[src/rtl/runtime_stats_pkg.sv]
// Shared types and event indices for the runtime statistics bank.
// No logic: types and constants only, so no latency or backpressure.
package runtime_stats_pkg;

  typedef enum logic [1:0] {
    IDLE   = 2'd0,
    RUN    = 2'd1,
    FROZEN = 2'd2
  } state_t;

  localparam int EVT_CYCLE  = 0;
  localparam int EVT_UNCOND = 1;
  localparam int EVT_COND   = 2;
  localparam int EVT_TAKEN  = 3;

endpackage

[src/rtl/stat_counter.sv]
// Single event counter with sync clear and a sticky overflow flag.
// 1-cycle update latency; no backpressure (increment sampled every edge).
module stat_counter #(
  parameter int CNT_WIDTH = 16,
  parameter int SATURATE  = 1
) (
  input  logic                 clk,
  input  logic                 RST,
  input  logic                 clr,
  input  logic                 inc,
  output logic [CNT_WIDTH-1:0] cnt,
  output logic                 ovf
);

  always_ff @(posedge clk or negedge RST) begin
    if (!RST) begin
      cnt <= '0;
      ovf <= 1'b0;
    end else if (clr) begin
      cnt <= '0;
      ovf <= 1'b0;
    end else if (inc) begin
      if (&cnt) begin
        ovf <= 1'b1;
        // Saturating mode simply keeps the all-ones value.
        if (SATURATE == 0) cnt <= '0;
      end else begin
        cnt <= cnt + CNT_WIDTH'(1);
      end
    end
  end

endmodule

[src/rtl/runtime_stats_bank.sv]
// Bank of halt-aware event counters with shadow snapshot and registered read port.
// Counters update 1 cycle after the tick, rd_data 1 cycle after rd_sel; no backpressure.
module runtime_stats_bank #(
  parameter int CNT_WIDTH = 16,
  parameter int NUM_EVT   = 8,
  parameter int SATURATE  = 1,
  parameter int SEL_WIDTH = $clog2(NUM_EVT)
) (
  input  logic                 clk,
  input  logic                 RST,
  input  logic                 tick_en,
  input  logic                 halt,
  input  logic [NUM_EVT-1:0]   evt,
  input  logic                 clr,
  input  logic                 snap,
  input  logic                 rd_src,
  input  logic [SEL_WIDTH-1:0] rd_sel,
  output logic [CNT_WIDTH-1:0] rd_data,
  output logic [NUM_EVT-1:0]   ovf,
  output logic                 running
);

  import runtime_stats_pkg::*;

  state_t state_q, state_d;

  logic                 count_en;
  logic [CNT_WIDTH-1:0] live   [NUM_EVT];
  logic [CNT_WIDTH-1:0] shadow [NUM_EVT];
  logic [CNT_WIDTH-1:0] rd_next;

  // Every non-halted tick counts: from IDLE/FROZEN it is also the tick that enters RUN.
  assign count_en = tick_en & ~halt;

  always_ff @(posedge clk or negedge RST) begin
    if (!RST) state_q <= IDLE;
    else      state_q <= state_d;
  end

  always_comb begin
    state_d = state_q;
    case (state_q)
      IDLE:    if (tick_en && !halt) state_d = RUN;
      RUN:     if (tick_en &&  halt) state_d = FROZEN;
      FROZEN:  if (tick_en && !halt) state_d = RUN;
      default: state_d = IDLE;
    endcase
  end

  always_comb begin
    running = (state_q == RUN);
  end

  for (genvar i = 0; i < NUM_EVT; i++) begin : g_cnt
    stat_counter #(
      .CNT_WIDTH (CNT_WIDTH),
      .SATURATE  (SATURATE)
    ) u_cnt (
      .clk (clk),
      .RST (RST),
      .clr (clr),
      .inc (count_en & evt[i]),
      .cnt (live[i]),
      .ovf (ovf[i])
    );
  end

  // Snapshot takes the registered (pre-increment) live values.
  always_ff @(posedge clk or negedge RST) begin
    if (!RST) begin
      for (int i = 0; i < NUM_EVT; i++) shadow[i] <= '0;
    end else if (clr) begin
      for (int i = 0; i < NUM_EVT; i++) shadow[i] <= '0;
    end else if (snap) begin
      for (int i = 0; i < NUM_EVT; i++) shadow[i] <= live[i];
    end
  end

  always_comb begin
    rd_next = '0;
    for (int i = 0; i < NUM_EVT; i++) begin
      if (int'(rd_sel) == i) rd_next = rd_src ? shadow[i] : live[i];
    end
  end

  always_ff @(posedge clk or negedge RST) begin
    if (!RST) rd_data <= '0;
    else      rd_data <= rd_next;
  end

endmodule
[config.mk]
export PLATFORM = sky130hd
export DESIGN_NAME = runtime_stats_bank
export DESIGN_NICKNAME = d
export VERILOG_FILES = /design/src/rtl/runtime_stats_pkg.sv /design/src/rtl/stat_counter.sv /design/src/rtl/runtime_stats_bank.sv
export SDC_FILE = /design/constraint.sdc
export NUM_CORES = 1
export LEC_CHECK = 0
export ABC_AREA = 1
export CAP_MARGIN = 20
export CORE_UTILIZATION = 43
export CTS_BUF_LIST = sky130_fd_sc_hd__clkbuf_4 sky130_fd_sc_hd__clkbuf_8
export DETAILED_ROUTE_END_ITERATION = 8
export DONT_BUFFER_PORTS = 1
export PLACE_DENSITY_LB_ADDON = 0.25
export REMOVE_ABC_BUFFERS = 1
export SLEW_MARGIN = 20
export SYNTH_ARGS = -nofsm -noshare
export SYNTH_HDL_FRONTEND = slang
export SYNTH_SLANG_ARGS = --single-unit
export TNS_END_PERCENT = 30
[constraint.sdc]
create_clock -name clk -period 1.8 [get_ports clk]
set_input_delay 0.36 -clock clk [delete_from_list [all_inputs] [get_ports clk]]
set_output_delay 0.36 -clock clk [all_outputs]
set_load 0.03 [all_outputs]
# Yosys cells after proc, flatten, opt, wreduce, memory -nomap -nowiden
# Index checks and enable logic that the tools add are counted.
dict set report totals {
  ramBits 0
  mem_bits_ro 0
  register_bits 282
  output_inout_bits 25
  wordCells 180
  input_bits 18
  latch_bits 0
  mem_count 0
}
dict set report op_classes {
  eq_ne 19
  bitwise 10
  n_div 0
  n_addsub 8
  n_reduce_logical 48
  n_mul 0
  shifts 0
  muxes 69
  magnitude_cmp 0
}
# cell count
set op_table {}
lappend op_table {{2-to-1 mux 16 bit} 40}
lappend op_table {{2-to-1 mux 128 bit} 2}
lappend op_table {{adder 16 x 1 -> 16 bit, second input constant} 8}
lappend op_table {{AND reduction 16 bit} 8}
lappend op_table {{AND reduction 2 bit} 17}
lappend op_table {{nonzero test 2 bit} 17}
lappend op_table {{2-to-1 mux 1 bit} 24}
lappend op_table {{inequality test 2 bit, second input constant} 8}
lappend op_table {{equality test 3 bit, second input constant} 4}
lappend op_table {{AND 1 bit} 9}
lappend op_table {{equality test 3 x 2 -> 1 bit, second input constant} 2}
lappend op_table {{2-to-1 mux 2 bit} 2}
lappend op_table {{inequality test 2 x 1 -> 1 bit, second input constant} 2}
lappend op_table {{case mux 2 bit (2 select lines)} 1}
lappend op_table {{equality test 3 x 1 -> 1 bit, second input constant} 1}
lappend op_table {{logical NOT 3 bit} 1}
lappend op_table {{equality test 2 x 1 -> 1 bit, second input constant} 1}
lappend op_table {{equality test 2 bit, second input constant} 1}
lappend op_table {{logical AND 1 bit} 2}
lappend op_table {{logical NOT 2 bit} 1}
lappend op_table {{OR reduction 2 bit} 1}
lappend op_table {{logical NOT 1 bit} 1}
lappend op_table {{NOT 1 bit} 1}

# Longest topological paths before layout
dict set report depth {
  word_depth 9
  ltp_mapped 11
  ltp_nobuf 10
}

# Cells and area by module
# From an unflattened synthesis, not the netlist that was laid out.
dict set report unflattened {
  hier_cells 2341
  area_unflattened_um2 17285.3
}
# module area_each_um2 cells_per_inst instances seq_area_each_um2
set by_module_without_submodules {}
lappend by_module_without_submodules {stat_counter 1173.6 156 8 425.4}
lappend by_module_without_submodules {runtime_stats_bank 7896.3 1093 1 3653.5}

# Least setup slack after synthesis
# Ideal clock, no wire load.
dict set report synth_timing {
  path_type {register -> register}
  startpoint {register g_cnt[3].u_cnt.cnt[0]}
  endpoint {register g_cnt[3].u_cnt.cnt[2]}
  stages_incl_launch_ff 12
  arrival_time_ns 1.472
  n_path_buf 2
  synth_period_minus_slack_ns 1.546
  path_slack_ns 0.254
  cell_sequence {dfrtp_1 -> ha_1 -> inv_1 -> nor2_4 -> nand2_1 -> nor2_1 -> nand2_1 -> nand2_2 -> buf_8 -> buf_12 -> nand2_1 -> o21ai_2}
}
dict set report synth_via {
  elab_chain_cells 4
  word_cells_on_any_way 7
  classes_between {add/sub: 1; eq/ne: 1; mux: 3; reduce/logical: 2}
}
# item line
set synth_lines {}
lappend synth_lines {{from (decl)} stat_counter.sv:11} ;# output logic [CNT_WIDTH-1:0] cnt,
lappend synth_lines {{from (signal assigned)} stat_counter.sv:28} ;# cnt <= cnt + CNT_WIDTH'(1);
lappend synth_lines {{adder 16 x 1 -> 16 bit} stat_counter.sv:28}
lappend synth_lines {{2-to-1 mux 16 bit} stat_counter.sv:23} ;# if (&cnt) begin
lappend synth_lines {{2-to-1 mux 16 bit} stat_counter.sv:22} ;# end else if (inc) begin
lappend synth_lines {{2-to-1 mux 16 bit} stat_counter.sv:19} ;# end else if (clr) begin
# Several ways; a longest one is shown, not always the timed one. The select of a mux whose other input is x is not followed.
# A chain may end at the register's enable or synchronous reset.

# Final worst setup path
dict set report layout_timing {
  startpoint {register g_cnt[2].u_cnt.cnt[11]}
  endpoint {register rd_data[11]}
}
dict set report layout_via {
  elab_chain_cells 7
}
# item line
set layout_lines {}
lappend layout_lines {{from (decl)} stat_counter.sv:11}
lappend layout_lines {{from (signal assigned)} stat_counter.sv:28}
lappend layout_lines {{2-to-1 mux 16 bit (7 in a row)} runtime_stats_bank.sv:82} ;# if (int'(rd_sel) == i) rd_next = rd_src ? shadow[i] : live[i];
lappend layout_lines {{net rd_next[11]} runtime_stats_bank.sv:30} ;# logic [CNT_WIDTH-1:0] rd_next;
lappend layout_lines {{to (signal assigned)} runtime_stats_bank.sv:88} ;# else rd_data <= rd_next;
lappend layout_lines {{to (decl)} runtime_stats_bank.sv:18} ;# output logic [CNT_WIDTH-1:0] rd_data,
# The timed path passes the listed nets, and every way through them passes these cells.

==> results.txt <==
The sum of routed wire length over all layers is 50,000 um. The leakage power came out at 8.15 nW. The maximum number of pins on one net before global-route repair is about 280.

The top-level I/O count is 43. The synthesized cell area is 16,400 um2. The die footprint is 39,000 um2. The highest fanout seen on the critical path is 6. The highest-delay cell along the critical path is sky130_fd_sc_hd__dfrtp_1. The maximum VDD drop came out at 533 uV. The initial antenna violation count is 0. The share of the yosys chip area belonging to registers is 0.430. The final reports fail on negative hold slack. The hold violation total from the final report is approximately 280. The internal reg-to-reg setup slack is approximately 83 ps. The detail-routed via count per cell came out at 5.33.

The critical path goes through buf_4 -> nand2_1 -> nand2_1 -> nand2_1 -> nand3_1 -> o21bai_1 -> nand4_1. Setup repair after global routing could not meet its margin everywhere. The post-synthesis register bit count came out at 282. The share of cells above drive strength 1 is 0.108. The worst-skew pair later-pin latency came out at 650 ps. The final weighted congestion of routability-driven global placement is approximately 0.9. The number of buffers and inverters on the critical path is 1.

The most common cell in the synthesized netlist is sky130_fd_sc_hd__nand2_1. The number of flops mapped to enable cells by yosys came out at 0. The count of unique library cells instantiated by Yosys came out at 37. The peak per-stage delay on the critical path is between 300 and 400 ps.

The slew at the pin with the worst max-slew slack is between 1000 and 1500 ps. The H-tree was split into 2 levels. The number of maximum-capacitance violations came out at 0. The height of the die came out at 197 um.

The final design area excluding fillers is between 15,000 and 20,000 um2. The count of nets left with antenna violations once routing finished came out at 0. The number of clock sinks seen by CTS came out at approximately 280. The number of rows in the core area came out at a little over 70.

The fraction of the core area covered by cells at the end of the flow came out at 0.495. Dividing the detail-routed wire length by the instance count gives 17.2 um. Hold timing on the final database bottoms out at a slack of -564 ps. The run finished, with violations left. The die width came out at about 200 um. TritonCTS created 52 clock buffers. In this run the tool buffered the top-level ports with 0 buffer cells. On the critical path the largest part of the delay comes from simple AND/OR/NAND/NOR gates. The synthesized design spends more area on one cell type than any other, namely sky130_fd_sc_hd__dfrtp_1.

Of the post-synthesis cell area, the dominant cell type holds 0.430. During synthesis, Yosys emitted a total of 0 warnings. The final-report setup violation count is 0. The total track usage is 0.263. The routed design could run at a clock period as short as 1720 ps.

The number of hold buffers added after CTS is 12. The area growth from synthesis to layout is 13.5%. The setup clock skew after layout is around 35 ps. STA puts the critical path data arrival time at 2180 ps. The violation count after the first detailed-route iteration came out at 1,342. Sorting the synthesized cells by area gives the leading types as sky130_fd_sc_hd__dfrtp_1 43%, sky130_fd_sc_hd__nand2_1 16%, sky130_fd_sc_hd__inv_1 6.6%.

In this run the critical register-to-register path is launched from g_cnt[2].u_cnt.cnt[11]$_DFFE_PN0P_. Averaged over all synthesized cells, the footprint is 7.11 um2. The initial core utilization came out at 0.436.

The detailed router placed roughly 16,000 vias in this run. The number of remaining DRC errors came out at 0. Clock-pin slew was measured on the worst setup and hold paths at 60 ps.

The critical path in this run is classified as reg -> reg. The endpoint of the lowest-slack register-to-register path is rd_data[11]$_DFF_PN0_. STA classifies the critical path startpoint as a register. The number of global-route vias before repair came out at 14,700. Timing would allow up to 0.582 GHz.

The data required time of the critical path is around 2300 ps. TritonCTS built the clock tree. CTS placed an instance of sky130_fd_sc_hd__clkbuf_8 at the clock tree root.

In the synthesized netlist the dominant register cell turns out to be sky130_fd_sc_hd__dfrtp_1. The floorplan step defined a core boundary enclosing 37,700 um2. The post-detailed-placement cell area came out at 17,300 um2. In the synthesized netlist the async set-or-reset flop fraction comes to 1.00.

The total overflow reported by the global router is 0. The post-synthesis cell count came out at around 2,300. The cell that appears most often on the critical path is sky130_fd_sc_hd__nand2_1.

The placed wire-length estimate after detailed placement came out at 33,800 um. The worst slew margin relative to its limit came out at 0.293. The min-delay analysis places its worst path in the category in -> async. The commonest cells after synthesis are 715 x sky130_fd_sc_hd__nand2_1, 289 x sky130_fd_sc_hd__inv_1, 282 x sky130_fd_sc_hd__dfrtp_1, 198 x sky130_fd_sc_hd__nand3_1, 179 x sky130_fd_sc_hd__nor2_1. For this run, the post-layout net count is 2,388. The max-slew violation total from the final report is 0. Of the available clock period, the critical path in the final layout requires 0.954. The detailed-routing iteration count for the pre-antenna-repair pass came out at 6. The repair_antennas step left the layout with diodes totalling 0. The worst setup path is captured at a register.

Power spread over the standard cell area amounts to between 700 and 800 nW/um2. The first global-routing pass estimated 80,300 um of wire. The worst register-to-register path has a depth of 7.

The clock passes through at most 3 buffers.
## registers in the layout (all words and copies together), names as in the netlist
signal and cells:
g_cnt.u_cnt.cnt 128, g_cnt.u_cnt.ovf 8, rd_data 16, shadow 128
state_q 2
## worst max path at each step
stage	slack, ps	to	from	cells after the start
floorplan	-2200	shadow[100]$_DFFE_PN0P_	clr	3
global placement	-70	rd_data[11]$_DFF_PN0_	rd_src	8
detailed placement	-60	rd_data[11]$_DFF_PN0_	rd_src	8
CTS	6	running	state_q[1]$_DFFE_PN0P_	1
global route	-50	g_cnt[1].u_cnt.cnt[7]$_DFFE_PN0P_	g_cnt[1].u_cnt.cnt[1]$_DFFE_PN0P_	7
finish	80	rd_data[11]$_DFF_PN0_	g_cnt[2].u_cnt.cnt[11]$_DFFE_PN0P_	7
## cells in the final DEF, fill, tap and decap left out, drive strengths merged
cell type / n
nand2: 727
inv: 296
dfrtp: 282
o21ai: 204
nand3: 198
nor2: 191
o22ai: 110
buf: 101
clkbuf: 84
nand4: 64
o211ai: 32
xor2: 27
nor3: 17
o21bai: 15
dlygate4sd3: 11
and2: 9
clkinv: 8
ha: 8
or2: 5
o21a: 4
nand3b: 2
a21oi: 2
mux2: 2
a211oi: 1
a31oi: 1
o31ai: 1
bufinv: 1
## cells by family (layout without fill, tap and decap cells)
logic type      count (synthesis)  in the layout  share of synthesized area
simple gates                 1213           1213                      0.311
buf+inv                       409            501                      0.104
compound gates                370            370                      0.133
flops                         282            282                      0.430
xor+xnor                       27             27                     0.0144
fa+ha+maj                       8              8                    0.00610
mux                             2              2                    0.00137
## per-stage QoR
step                      setup slack [ps]  setup TNS, ps  hold slack (ps)  total power [W]  instances
after floorplan                      -2200        -304220             64.4          0.00728       2196
after global placement               -67.4          -67.4             78.0          0.00774       2805
after detailed placement             -60.7          -60.7             78.0          0.00776       2805
after CTS                             5.91              0             -619           0.0146       2912
after global routing                 -46.0           -138             -593           0.0151       2914
final                                 83.3              0             -564           0.0145       2914
## final cells by class
type,instances,area (um2)
Sequential cell,282,7060
Clock inverter,11,92.6
Fill cell,3817,19000
Timing Repair Buffer,112,968
Clock buffer,84,1060
Tap cell,511,639
Multi-Input combinational cell,1620,7720
Inverter,294,1110
## worst reg2reg max path, delay by kind of cell, from the launching register on
family,cells,cell delay [ps]
and+or+nand+nor,5,610
AOI/OAI and AO/OA,1,380
buffers and inverters,1,160
DFF,1,390
## per-layer routing
layer,GRT usage,wire [um],part of all wire,vias up
met2,0.402,22300,0.45,448
met4,0.112,1890,0.038,0
li1,-,-,-,7608
met3,0.0485,3050,0.061,113
met5,0,0,0,-
met1,0.366,22800,0.45,7377
## repair_timing
| item | CTS | global route |
|---|---|---|
| setup endpoints to repair | 1 | 73 |
| resized for setup | 1 | 15 |
| hold endpoints to repair | 339 | 282 |
| pin swaps | 0 | 2 |
| setup buffers | 0 | 2 |
## where the power goes
part | switching [W] | leakage (nW) | total, W | internal [W]
combinational | 0.000747 | 3.62 | 0.00112 | 0.000375
clock | 0.00293 | 0.620 | 0.00679 | 0.00386
sequential | 0.000161 | 3.91 | 0.00663 | 0.00647
total | 0.00384 | 8.15 | 0.0145 | 0.0107
(Power assumes the default switching activity.)
==> edit (same flow settings) <==
`SATURATE` is set to 1 in 2 places; all go to 0.
--- a/src/rtl/stat_counter.sv
+++ b/src/rtl/stat_counter.sv
@@ -3,5 +3,5 @@
 module stat_counter #(
   parameter int CNT_WIDTH = 16,
-  parameter int SATURATE  = 1
+  parameter int SATURATE  = 0
 ) (
   input  logic                 clk,
--- a/src/rtl/runtime_stats_bank.sv
+++ b/src/rtl/runtime_stats_bank.sv
@@ -4,5 +4,5 @@
   parameter int CNT_WIDTH = 16,
   parameter int NUM_EVT   = 8,
-  parameter int SATURATE  = 1,
+  parameter int SATURATE  = 0,
   parameter int SEL_WIDTH = $clog2(NUM_EVT)
 ) (
Formal check against the unedited RTL: same outputs for any inputs over 4 cycles, from zero or initial values and one cycle with RST low; that may be too few to reach the edited logic, so the function may still have changed.
==> edit against the unedited design <==
  * The flow still finishes with violations (hold timing)
  * Routed wire length decreased by 12%
  * Largest power group is now registers
  * Synthesized area fell by 8.6%
  * Total power down 7.8%
  * Critical path depth increased by 3
  * Final area decreased by 10%
  * Sequential power is 0.6% lower
  * Worst setup slack improved by 0.053 ns
  * Sequential cell count stayed put
==> edit: results (changes against the unedited design) <==
result of the run complete, but fails checks; violations in the final reports hold timing; placed cell count 2403 (-14%); count of nets after finishing 2034 (-15%); WL/cell 17.6 um (+2.3%); final HPWL from detailed placement 29600 um (-13%); commonest register cell after synthesis sky130_fd_sc_hd__dfrtp_1; final hold viol count 283 (+0.35%); peak supply drop 0.527 mV (-1.2%); total global-route track usage 0.252 (-0.0116); met2 layer usage reported by global route 0.385 (-0.0173); number of buffers inserted for hold repair after clock tree synthesis 7 (-5); Commonest cells post-synth sky130_fd_sc_hd__nand2_1, sky130_fd_sc_hd__inv_1, sky130_fd_sc_hd__dfrtp_1; violation count after the first detailed-routing iteration 1230 (-8.3%); Pre-Repair DR Iteration Count 7 (+1); WHS -0.566 ns (-0.00110 ns); Synth Area per Inst 7.56 sq um (+6.3%); weighted congestion at the end of routability-driven global placement 0.935 (+2.6%); number of cells on the worst reg-to-reg path 10 (+3); global-route wire length before repair 70700 um (-12%); highest fanout seen on the critical path 8 (+2); leading post-synthesis cells by cell area sky130_fd_sc_hd__dfrtp_1, sky130_fd_sc_hd__nand2_1, sky130_fd_sc_hd__inv_1; deepest clock path buffer count 3 (unchanged); met1 Use GR 0.351 (-0.0146); Warnings, synthesis 0 (unchanged); Relative slew margins 0.351 (+0.0573); Worst Skew 0.0317 ns (-0.00298 ns); r2r setup slk 0.14 ns (+0.05 ns); critical path arrival 2.16 ns (-0.02 ns); switching component of the power 3.32 mW (-13%); leakage power figure 7.14 nW (-12%); vias in the first global route 12824 (-13%); portion of the post-synthesis area used by sequential elements 0.470 (+0.0406); total wire length 43800 um (-12%); reg2reg end g_cnt[7].u_cnt.ovf
==> edit: layout make-up <==
cell class	instances	area, sq um
fill	3463	17800
tap	455	569
clock buffer	79	937
inverter	314	1180
multi-input combinational	1302	6360
sequential	282	7060
timing repair buffer	57	518
clock inverter	5	56.3
antenna	1	2.50
==> edit: worst max-delay path, stage by stage, from the launching register on <==
cell and delay (ns):
sky130_fd_sc_hd__dfrtp_1 0.40, sky130_fd_sc_hd__ha_1 0.22, sky130_fd_sc_hd__nand2_1 0.10, sky130_fd_sc_hd__nor2_1 0.06
sky130_fd_sc_hd__nand2_1 0.06, sky130_fd_sc_hd__nor2_1 0.05, sky130_fd_sc_hd__o21ai_1 0.13, sky130_fd_sc_hd__buf_4 0.16
sky130_fd_sc_hd__clkinvlp_4 0.18, sky130_fd_sc_hd__nor2_1 0.13, sky130_fd_sc_hd__nor2_1 0.05
==> edit: what timing repair did <==
action | CTS | global route
resized for setup | 0 | 13
endpoints found under the hold margin | 340 | 282
endpoints found under the setup margin | 0 | 37
==> edit: worst max path at each step <==
stage                             end  cells past startpoint
6_report           g_cnt[7].u_cnt.ovf                     10
5_1_grt            g_cnt[7].u_cnt.ovf                     10
4_1_cts            g_cnt[7].u_cnt.ovf                     10
3_5_place_dp   g_cnt[7].u_cnt.cnt[11]                      9
3_3_place_gp    g_cnt[4].u_cnt.cnt[8]                     10
2_1_floorplan               shadow[0]                      3
==> edit: cells by family after synthesis <==
| family | synth area share |
|---|---|
| flip-flops | 0.470 |
| AND/OR/NAND/NOR | 0.260 |
| buffers and inverters | 0.108 |
| adder cells (fa/ha/maj) | 0.00667 |
| XOR/XNOR | 0.0169 |
| AO/OA/AOI/OAI | 0.139 |
==> edit: metal layers <==
metal	share of wire	up-vias
met5	0	-
met3	0.062	93
met2	0.45	397
li1	-	6530
met4	0.035	0
met1	0.46	6389
==> edit: metrics by stage <==
step | setup TNS [ns] | setup slack [ns] | utilization | area (sq um)
global placement | 0 | 0.113 | 0.452 | 15600
global route | -0.0686 | -0.0371 | 0.484 | 16700
CTS | 0 | 0.0619 | 0.483 | 16700
detailed placement | 0 | 0.100 | 0.452 | 15600
finish | 0 | 0.136 | 0.484 | 16700
floorplan | -118.20 | -1.05 | - | 14600
==> edit: power groups by stage <==
stage	clock network (mW)	logic [mW]	registers [mW]
2_1_floorplan	0	0.442	6.67
3_3_place_gp	0	0.701	6.69
3_5_place_dp	0	0.711	6.70
4_1_cts	6.24	0.763	6.59
5_1_grt	6.50	0.845	6.59
6_report	6.06	0.769	6.59
